$ cat src/rtl/squeeze_serializer.sv
// Haraka-S squeeze output stage: accepts BLKWIDTH-bit squeezed blocks and emits out_len WIDTH-bit words, LSW first.
// Define SQUEEZE_SKID_EN to compile in a one-entry block buffer that hides the block-boundary bubble.
module squeeze_serializer #(
    parameter int BLKWIDTH = 256,
    parameter int WIDTH    = 8,
    parameter int LENWIDTH = 16
) (
    input  logic                clk,
    input  logic                clear,
    input  logic                start,
    input  logic [LENWIDTH-1:0] out_len,
    input  logic [BLKWIDTH-1:0] blk_in,
    input  logic                blk_valid,
    output logic                blk_ready,
    output logic [WIDTH-1:0]    dout,
    output logic                dout_valid,
    input  logic                dout_ready,
    output logic                busy,
    output logic                done
);
    localparam int NWORDS = BLKWIDTH / WIDTH;
    localparam int IDXW   = $clog2(NWORDS) + 1;

    typedef enum logic [1:0] {
        IDLE     = 2'd0,
        WAIT_BLK = 2'd1,
        SHIFT    = 2'd2,
        DONE     = 2'd3
    } state_t;

    state_t              state_r, state_s;
    logic [BLKWIDTH-1:0] shift_r, shift_s;
    logic [LENWIDTH-1:0] remaining_r, remaining_s;
    logic [IDXW-1:0]     word_idx_r, word_idx_s, idx_inc_s;
    logic                blk_ready_s;
    logic                blk_hs_s;
    logic                dout_hs_s;
`ifdef SQUEEZE_SKID_EN
    localparam int LW1 = LENWIDTH + 1;
    logic [BLKWIDTH-1:0] buf_r, buf_s;
    logic                buf_full_r, buf_full_s;
    logic [LENWIDTH:0]   span_s;
`endif

    assign blk_hs_s  = blk_valid && blk_ready;
    assign dout_hs_s = dout_valid && dout_ready;
    assign dout      = shift_r[WIDTH-1:0];

    // Next-state, datapath and next-output decode
    always_comb begin
        state_s     = state_r;
        shift_s     = shift_r;
        remaining_s = remaining_r;
        word_idx_s  = word_idx_r;
        idx_inc_s   = word_idx_r + IDXW'(1);
        blk_ready_s = 1'b0;
`ifdef SQUEEZE_SKID_EN
        buf_s       = buf_r;
        buf_full_s  = buf_full_r;
        span_s      = {LW1{1'b0}};
`endif
        case (state_r)
            IDLE: begin
                if (start) begin
                    if (out_len != {LENWIDTH{1'b0}}) begin
                        remaining_s = out_len;
                        state_s     = WAIT_BLK;
                    end else begin
                        state_s = DONE;
                    end
                end else begin
                    state_s = IDLE;
                end
            end
            WAIT_BLK: begin
                if (blk_hs_s) begin
                    shift_s    = blk_in;
                    word_idx_s = {IDXW{1'b0}};
                    state_s    = SHIFT;
                end else begin
                    state_s = WAIT_BLK;
                end
            end
            SHIFT: begin
`ifdef SQUEEZE_SKID_EN
                if (blk_hs_s) begin
                    buf_s      = blk_in;
                    buf_full_s = 1'b1;
                end else begin
                    buf_s = buf_r;
                end
`endif
                if (dout_hs_s) begin
                    shift_s     = shift_r >> WIDTH;
                    remaining_s = remaining_r - LENWIDTH'(1);
                    word_idx_s  = idx_inc_s;
                    if (remaining_r == LENWIDTH'(1)) begin
                        state_s = DONE;
                    end else if (idx_inc_s == IDXW'(NWORDS)) begin
`ifdef SQUEEZE_SKID_EN
                        // A block arriving on the boundary edge goes straight into the shifter
                        if (buf_full_r || blk_hs_s) begin
                            shift_s    = buf_full_r ? buf_r : blk_in;
                            word_idx_s = {IDXW{1'b0}};
                            buf_full_s = 1'b0;
                            state_s    = SHIFT;
                        end else begin
                            state_s = WAIT_BLK;
                        end
`else
                        state_s = WAIT_BLK;
`endif
                    end else begin
                        state_s = SHIFT;
                    end
                end else begin
                    state_s = SHIFT;
                end
            end
            DONE: begin
                state_s = IDLE;
            end
            default: begin
                state_s = IDLE;
            end
        endcase

        if (state_s == WAIT_BLK) begin
            blk_ready_s = 1'b1;
        end
`ifdef SQUEEZE_SKID_EN
        else if (state_s == SHIFT) begin
            span_s      = LW1'(NWORDS) - LW1'(word_idx_s);
            blk_ready_s = !buf_full_s && ({1'b0, remaining_s} > span_s);
        end
`endif
        else begin
            blk_ready_s = 1'b0;
        end
    end

    // State, datapath and registered outputs
    always_ff @(posedge clk or posedge clear) begin
        if (clear) begin
            state_r     <= IDLE;
            shift_r     <= {BLKWIDTH{1'b0}};
            remaining_r <= {LENWIDTH{1'b0}};
            word_idx_r  <= {IDXW{1'b0}};
            blk_ready   <= 1'b0;
            dout_valid  <= 1'b0;
            busy        <= 1'b0;
            done        <= 1'b0;
        end else begin
            state_r     <= state_s;
            shift_r     <= shift_s;
            remaining_r <= remaining_s;
            word_idx_r  <= word_idx_s;
            blk_ready   <= blk_ready_s;
            dout_valid  <= (state_s == SHIFT);
            busy        <= (state_s != IDLE);
            done        <= (state_s == DONE);
        end
    end

`ifdef SQUEEZE_SKID_EN
    // One-entry block buffer
    always_ff @(posedge clk or posedge clear) begin
        if (clear) begin
            buf_r      <= {BLKWIDTH{1'b0}};
            buf_full_r <= 1'b0;
        end else begin
            buf_r      <= buf_s;
            buf_full_r <= buf_full_s;
        end
    end
`endif

endmodule

$ cat config.mk
export PLATFORM = sky130hd
export DESIGN_NAME = squeeze_serializer
export DESIGN_NICKNAME = d
export VERILOG_FILES = /design/src/rtl/squeeze_serializer.sv
export SDC_FILE = /design/constraint.sdc
export NUM_CORES = 1
export LEC_CHECK = 0
export ABC_AREA = 0
export CORE_MARGIN = 3
export CORE_UTILIZATION = 35
export DETAILED_ROUTE_END_ITERATION = 8
export GPL_TIMING_DRIVEN = 0
export PLACE_DENSITY = 0.58
export SLEW_MARGIN = 20
export SYNTH_ARGS = -nofsm -noshare
export SYNTH_HDL_FRONTEND = slang
export SYNTH_SLANG_ARGS = --single-unit
$ cat constraint.sdc
create_clock -name clk -period 13.4 [get_ports clk]
set_clock_uncertainty 0.05 [all_clocks]
set_input_delay 3.35 -clock clk [delete_from_list [all_inputs] [get_ports clk]]
set_output_delay 3.35 -clock clk [all_outputs]
set_load 0.01 [all_outputs]
==> out/summary.txt, run 1 <==
Top_reg_cell synth - dfrtp_1
Power per Cell Area - 197.1 nW/um^2
Setup Crit Path Kind - in -> reg
Layout cell share with drive strength beyond 1 - 6.265%
Synthesized Nets - 1590
Leakage power - 0.007447 uW
CTS resizes - 0
Max-slew headroom - 37.85%
Antenna violations before repair - 10
Min-Delay Path Class - reg -> reg
Synth warn - 0
Gate Count Post-Synth - 1310
Routed Antenna Nets - 0
WHS Endpoint - shift_r[172]
Clock root buffer - clkbuf_16
FF-to-FF setup slack - 10.77 ns
Max-Cap Viols - 0
Seq/Total Area, Yosys - 53.75%
Startpoint Class - primary input
Worst flop-to-flop path endpoint - shift_r[158]
Number of remaining DRC errors - 0
Die Span Y - 200.4 um
Max H-tree Level - 2
Fin Hold WS - 0.4238 ns
Worst Setup End Kind - flip-flop
Final worst path period need - 5.260 ns
Synth unique cells - 46
Yosys top cell by area - dfrtp_1
DP Wirelength - 29160 um
Clk slew on worst S/H paths - 0.06 ns
Total CTS buffers - 34
Largest net degree at the start of global routing - 98
IO Pins - 289
VDD IR max - 0.08885 mV
Worst slew pin tran - 0.9260 ns
Die Area - 40150 sq um
Port Buffers - 288
# clock sinks - 284
Tcrit/Tclk final - 39.25%
CP Data Arrival Time - 5.63 ns
Top cell type's share of synthesized area - 53.75%
Initial Util - 35.78%
Post-synthesis register bit count - 284
Final core occ - 48.67%
RSZ-0062 raised after global routing - no
Crit path max fanout - 10
Synth-to-layout area growth - 36.04%
GPL Wtd Cong - 0.8481
Status - finished, final reports clean
Post-synthesis cell area - 13220 sq um
Vias in the first global route - 11117
Via density - 4.950
Vias - 10726
DR iter-0 viols - 495
Final setup TNS - 0 ns
# setup viols final - 0
# Post-CTS Setup Buffers - 0
Worst R2R Path Depth - 8
Post-synth EDFFs - 0
Post-cts hold buffer count - 0
Hold Vio Cnt, Final - 0
Hold_sp - shift_r[172]
Area contributors post-synth - dfrtp_1, mux2i_1, o21ai_0, nand2_1, clkbuf_1
Later-pin clock latency in the skew report - 0.50 ns
Global-route wire length before repair - 62660 um
Worst path required time - 13.77 ns
Row Count - 70
Clock tree from TritonCTS - done
Final nets - 1917
Total gr overflow - 0
Core Region - 36960 sq um
DRT Wirelength - 39110 um
DR pass1 iterations - 5
Syn Area/Cell - 10.09 sq um
Die Wd - 200.4 um
GRT Overall Usage - 19.22%
Max-slew violations - 0
Hold Path Depth - 2
Drt wl/cell - 18.05 um
Clock Path Buffers - 3
Async SR Flop Fraction - 100.0%
Reg2reg start - state_r[1]
FMAX - 0.1901 GHz
[cell usage after synthesis, drive strengths merged (2+ instances only)]
| cell type | number |
|---|---|
| nor3 | 9 |
| buf | 40 |
| a22o | 2 |
| and2 | 5 |
| nor2 | 15 |
| dfrtp | 284 |
| or2 | 2 |
| o21ai | 282 |
| o31ai | 3 |
| a2bb2oi | 2 |
| nand3 | 7 |
| or4 | 5 |
| a31oi | 3 |
| a22oi | 3 |
| o22ai | 4 |
| nor4 | 4 |
| inv | 8 |
| or3b | 2 |
| o21a | 2 |
| or3 | 3 |
| a311oi | 2 |
| ha | 3 |
| clkbuf | 60 |
| and3 | 2 |
| a21oi | 15 |
| nand2 | 282 |
| mux2i | 250 |
[through the flow]
step | total power, uW | instance area, sq um | setup WS, ns | cells
2_1_floorplan | 2207 | 13220 | 2.164 | 1310
3_3_place_gp | 2583 | 16740 | -1.971 | 2102
3_5_place_dp | 2622 | 16830 | 7.609 | 2105
4_1_cts | 3592 | 17980 | 8.143 | 2164
5_1_grt | 3816 | 17990 | 7.932 | 2166
6_report | 3545 | 17990 | 8.140 | 2167
[worst max-delay path, cell delays in order]
cell             delay (ns)
clkdlybuf4s50_1        0.45
and2_1                 0.20
mux2i_1                0.12
a311oi_1               0.77
clkbuf_1               0.48
nand3_1                0.13
o211ai_1               0.11
[cell type report]
| type | count | area, sq um |
|---|---|---|
| Fill cell | 3529 | 18970 |
| Sequential cell | 284 | 7107 |
| Multi-Input combinational cell | 918 | 5638 |
| Timing Repair Buffer | 291 | 2965 |
| Clock buffer | 50 | 1035 |
| Tap cell | 504 | 630.6 |
| Buffer | 100 | 447.9 |
| Clock inverter | 9 | 120.1 |
| Inverter | 8 | 37.54 |
| Antenna cell | 3 | 7.507 |
[worst max-delay path by stage]
stage	cells after the start	endpoint	slack, ns	start
2_1_floorplan	1	blk_ready	2.16	clear
3_3_place_gp	2	shift_r[227]	-1.97	clear
3_5_place_dp	7	shift_r[89]	7.61	dout_ready
4_1_cts	7	shift_r[89]	8.14	dout_ready
5_1_grt	7	remaining_r[0]	7.93	dout_ready
6_report	7	remaining_r[0]	8.14	dout_ready
[per-layer routing]
| layer | global-route usage [%] | wire (um) | vias up |
|---|---|---|---|
| met5 | 0 | 100 | - |
| met4 | 4.517 | 705 | 14 |
| met3 | 5.997 | 2945 | 60 |
| met2 | 30.00 | 17640 | 303 |
| met1 | 26.31 | 17720 | 5138 |
| li1 | - | - | 5211 |
[state kept, by name (all words and copies together) (netlist names)]
| signal | count |
|---|---|
| remaining_r | 16 |
| busy | 1 |
| word_idx_r | 6 |
| blk_ready | 1 |
| shift_r | 256 |
| state_r | 2 |
| dout_valid | 1 |
| done | 1 |
[kinds of logic (layout without fill, tap and decap cells)]
| logic type | count (synthesis) | count (layout) | synth area share (%) |
|---|---|---|---|
| buffers and inverters | 108 | 458 | 3.615 |
| AOI/OAI and AO/OA | 323 | 323 | 12.78 |
| adders and majority gates | 3 | 3 | 0.2839 |
| other | 0 | 3 | 0 |
| and+or+nand+nor | 342 | 342 | 10.65 |
| DFF | 284 | 284 | 53.75 |
| muxes | 250 | 250 | 18.93 |
[cell usage in the layout, fill, tap and decap left out, types with 2 or more instances in the layout]
cell             instances
a21oi_1                 14
a22o_1                   2
a22oi_1                  3
a2bb2oi_1                2
a311oi_1                 2
a31oi_1                  3
and2_1                   5
and3_1                   2
buf_1                    2
buf_16                   3
buf_2                   28
buf_4                   10
bufinv_16                3
clkbuf_1                67
clkbuf_16               37
clkbuf_8                 6
clkdlybuf4s50_1        288
clkinv_2                 6
dfrtp_1                284
diode_2                  3
ha_1                     3
inv_1                    7
mux2i_1                250
nand2_1                282
nand3_1                  7
nor2_1                  14
nor3_1                   9
nor4_1                   4
o21a_1                   2
o21ai_0                282
o22ai_1                  4
o31ai_1                  3
or2_2                    2
or4_1                    4
[power breakdown]
group	internal, uW	total, uW	switching (uW)
Sequential	1240	1470	227
Combinational	508	1120	615
Clock	591	951	360
(Power assumes the default switching activity.)
==> run 2: changes to the inputs <==
- PLACE_DENSITY: 0.58 -> 0.6
- clock period: 13.4 -> 4.8 ns (I/O delays scaled with it)
==> out/summary.txt, run 2 (synthesis gave the netlist of run 1 again) <==
Status - finished, final reports clean
Crit-path slowest cell - a311oi_1
Final nets - 1924
Total CTS buffers - 34
Clock root buffer - clkbuf_16
Antenna violations before repair - 7
Die Area - 40150 sq um
Clk slew on worst S/H paths - 0.06 ns
Tcrit/Tclk final - 65.04%
Leakage power - 0.007496 uW
Critical-path cell list - clkdlybuf4s50_1, and2_1, mux2i_1, a311oi_1, clkbuf_1, nand3_1, o211ai_1
FMAX - 0.3203 GHz
Power per Cell Area - 548.1 nW/um^2
# clock sinks - 284
Clock Path Buffers - 3
Largest stage delay on the critical path - 0.77 ns
Worst slew pin tran - 0.9160 ns
Die Span Y - 200.4 um
# Post-CTS Setup Buffers - 0
Setup Crit Path Kind - in -> reg
Combinational share of power - 31.8%
Port Buffers - 288
DP Wirelength - 29920 um
Post-layout instance area - 18120 sq um
Crit path max fanout - 10
Biggest regs - shift_r: 256 flops, remaining_r: 16 flops, word_idx_r: 6 flops
Max H-tree Level - 2
# setup viols final - 0
Biggest register - shift_r
Clock tree from TritonCTS - done
Worst flop-to-flop path endpoint - shift_r[83]
Worst path required time - 5.17 ns
Commonest non-fill, non-tap cell in the layout - clkdlybuf4s50_1
Hold Vio Cnt, Final - 0
Max-Cap Viols - 0
GRT Overall Usage - 19.44%
Number of remaining DRC errors - 0
FF-to-FF setup slack - 2.20 ns
Later-pin clock latency in the skew report - 0.51 ns
Reg2reg start - state_r[1]
Min-Delay Path Class - reg -> reg
Routed Antenna Nets - 0
Net Sw Power - 3376 uW
Via density - 4.980
Synth-to-layout area growth - 37.03%
Layout cell share with drive strength beyond 1 - 6.603%
Pint - 6554 uW
Vias in the first global route - 11291
GPL Wtd Cong - 0.8335
Hold_sp - shift_r[102]
IO Pins - 289
Filler cell count - 3487
Worst Setup End Kind - flip-flop
Max-slew headroom - 38.52%
Power, Total - 9931 uW
Post-cts hold buffer count - 0
Max FFs per register - 256
DRT Wirelength - 39580 um
Largest net degree at the start of global routing - 33
DR iter-0 viols - 613
CTS resizes - 0
Sw Share - 34.00%
WHS Endpoint - shift_r[102]
Hold Path Depth - 2
Clock power share - 26.8%
Total gr overflow - 0
DR pass1 iterations - 4
Most frequent cells in the layout - clkdlybuf4s50_1, dfrtp_1, nand2_1, o21ai_0, mux2i_1
Area after DPL - 16960 sq um
Row Count - 70
VDD IR max - 0.2549 mV
Core Region - 36960 sq um
CP Data Arrival Time - 3.49 ns
Vias - 10821
Max-slew violations - 0
Initial Util - 35.78%
Drt wl/cell - 18.22 um
Worst Path Buf+Inv - 2
Worst R2R Path Depth - 8
RSZ-0062 raised after global routing - no
Startpoint Class - primary input
Die Wd - 200.4 um
CP top delay family - buffers and inverters
Global-route wire length before repair - 63200 um
Sequential power share - 41.4%
Final worst path period need - 3.122 ns
## run 2: cell types whose count changed in the layout (fill, tap and decap cells not counted), sizes merged
cell | previous run | this run
buf | 43 | 50
clkinvlp | 0 | 2
clkinv | 6 | 4
inv | 8 | 7
## run 2: final cells by class
type	count	area (sq um)	area share (%)
clock buffer	50	1035	5.711
inverter	8	33.78	0.1865
multi-input combinational	918	5638	31.12
buffer	100	447.9	2.472
timing repair buffer	298	3098	17.10
clock inverter	8	121.4	0.6698
antenna	3	7.507	0.04143
sequential	284	7107	39.22
tap	504	630.6	3.480
## run 2: routing by layer
metal	wire length, um	GRT usage, %
met3	2783	5.737
met2	18020	30.56
met5	55	0
met1	17960	26.50
met4	771	4.944
## run 2: worst min-delay path, cell delays in order, from the launching register on
cell and delay (ns):
dfrtp_1 0.34, nand2_1 0.04, o21ai_0 0.06
## run 2: how the worst max path moves through the flow
stage	from	end	slack (ns)	depth (start not counted)
after floorplan	clear	blk_ready	-0.21	1
after global placement	clear	shift_r[97]	-2.52	2
after detailed placement	dout_ready	shift_r[150]	1.20	7
after CTS	dout_ready	shift_r[150]	1.72	7
after global routing	dout_ready	remaining_r[0]	1.51	7
final	dout_ready	remaining_r[0]	1.68	7
## run 2: through the flow
stage          setup TNS [ns]  std cells  util, %  setup slack [ns]  hold slack [ns]
2_1_floorplan          -60.57       1310        -           -0.2133           0.3996
3_3_place_gp          -706.63       2102    45.29            -2.519           0.4104
3_5_place_dp                0       2112    45.87             1.202           0.4198
4_1_cts                     0       2170    49.00             1.724           0.4322
5_1_grt                     0       2172    49.01             1.505           0.4476
6_report                    0       2173    49.02             1.678           0.4243
## run 2: power by group through the flow
stage	clock (uW)	sequential, uW	combinational (uW)
after global routing	2840	4240	3610
final	2660	4110	3160
after CTS	2740	4110	3200
after detailed placement	0	4140	3190
after global placement	0	4120	3080
after floorplan	0	3940	2230
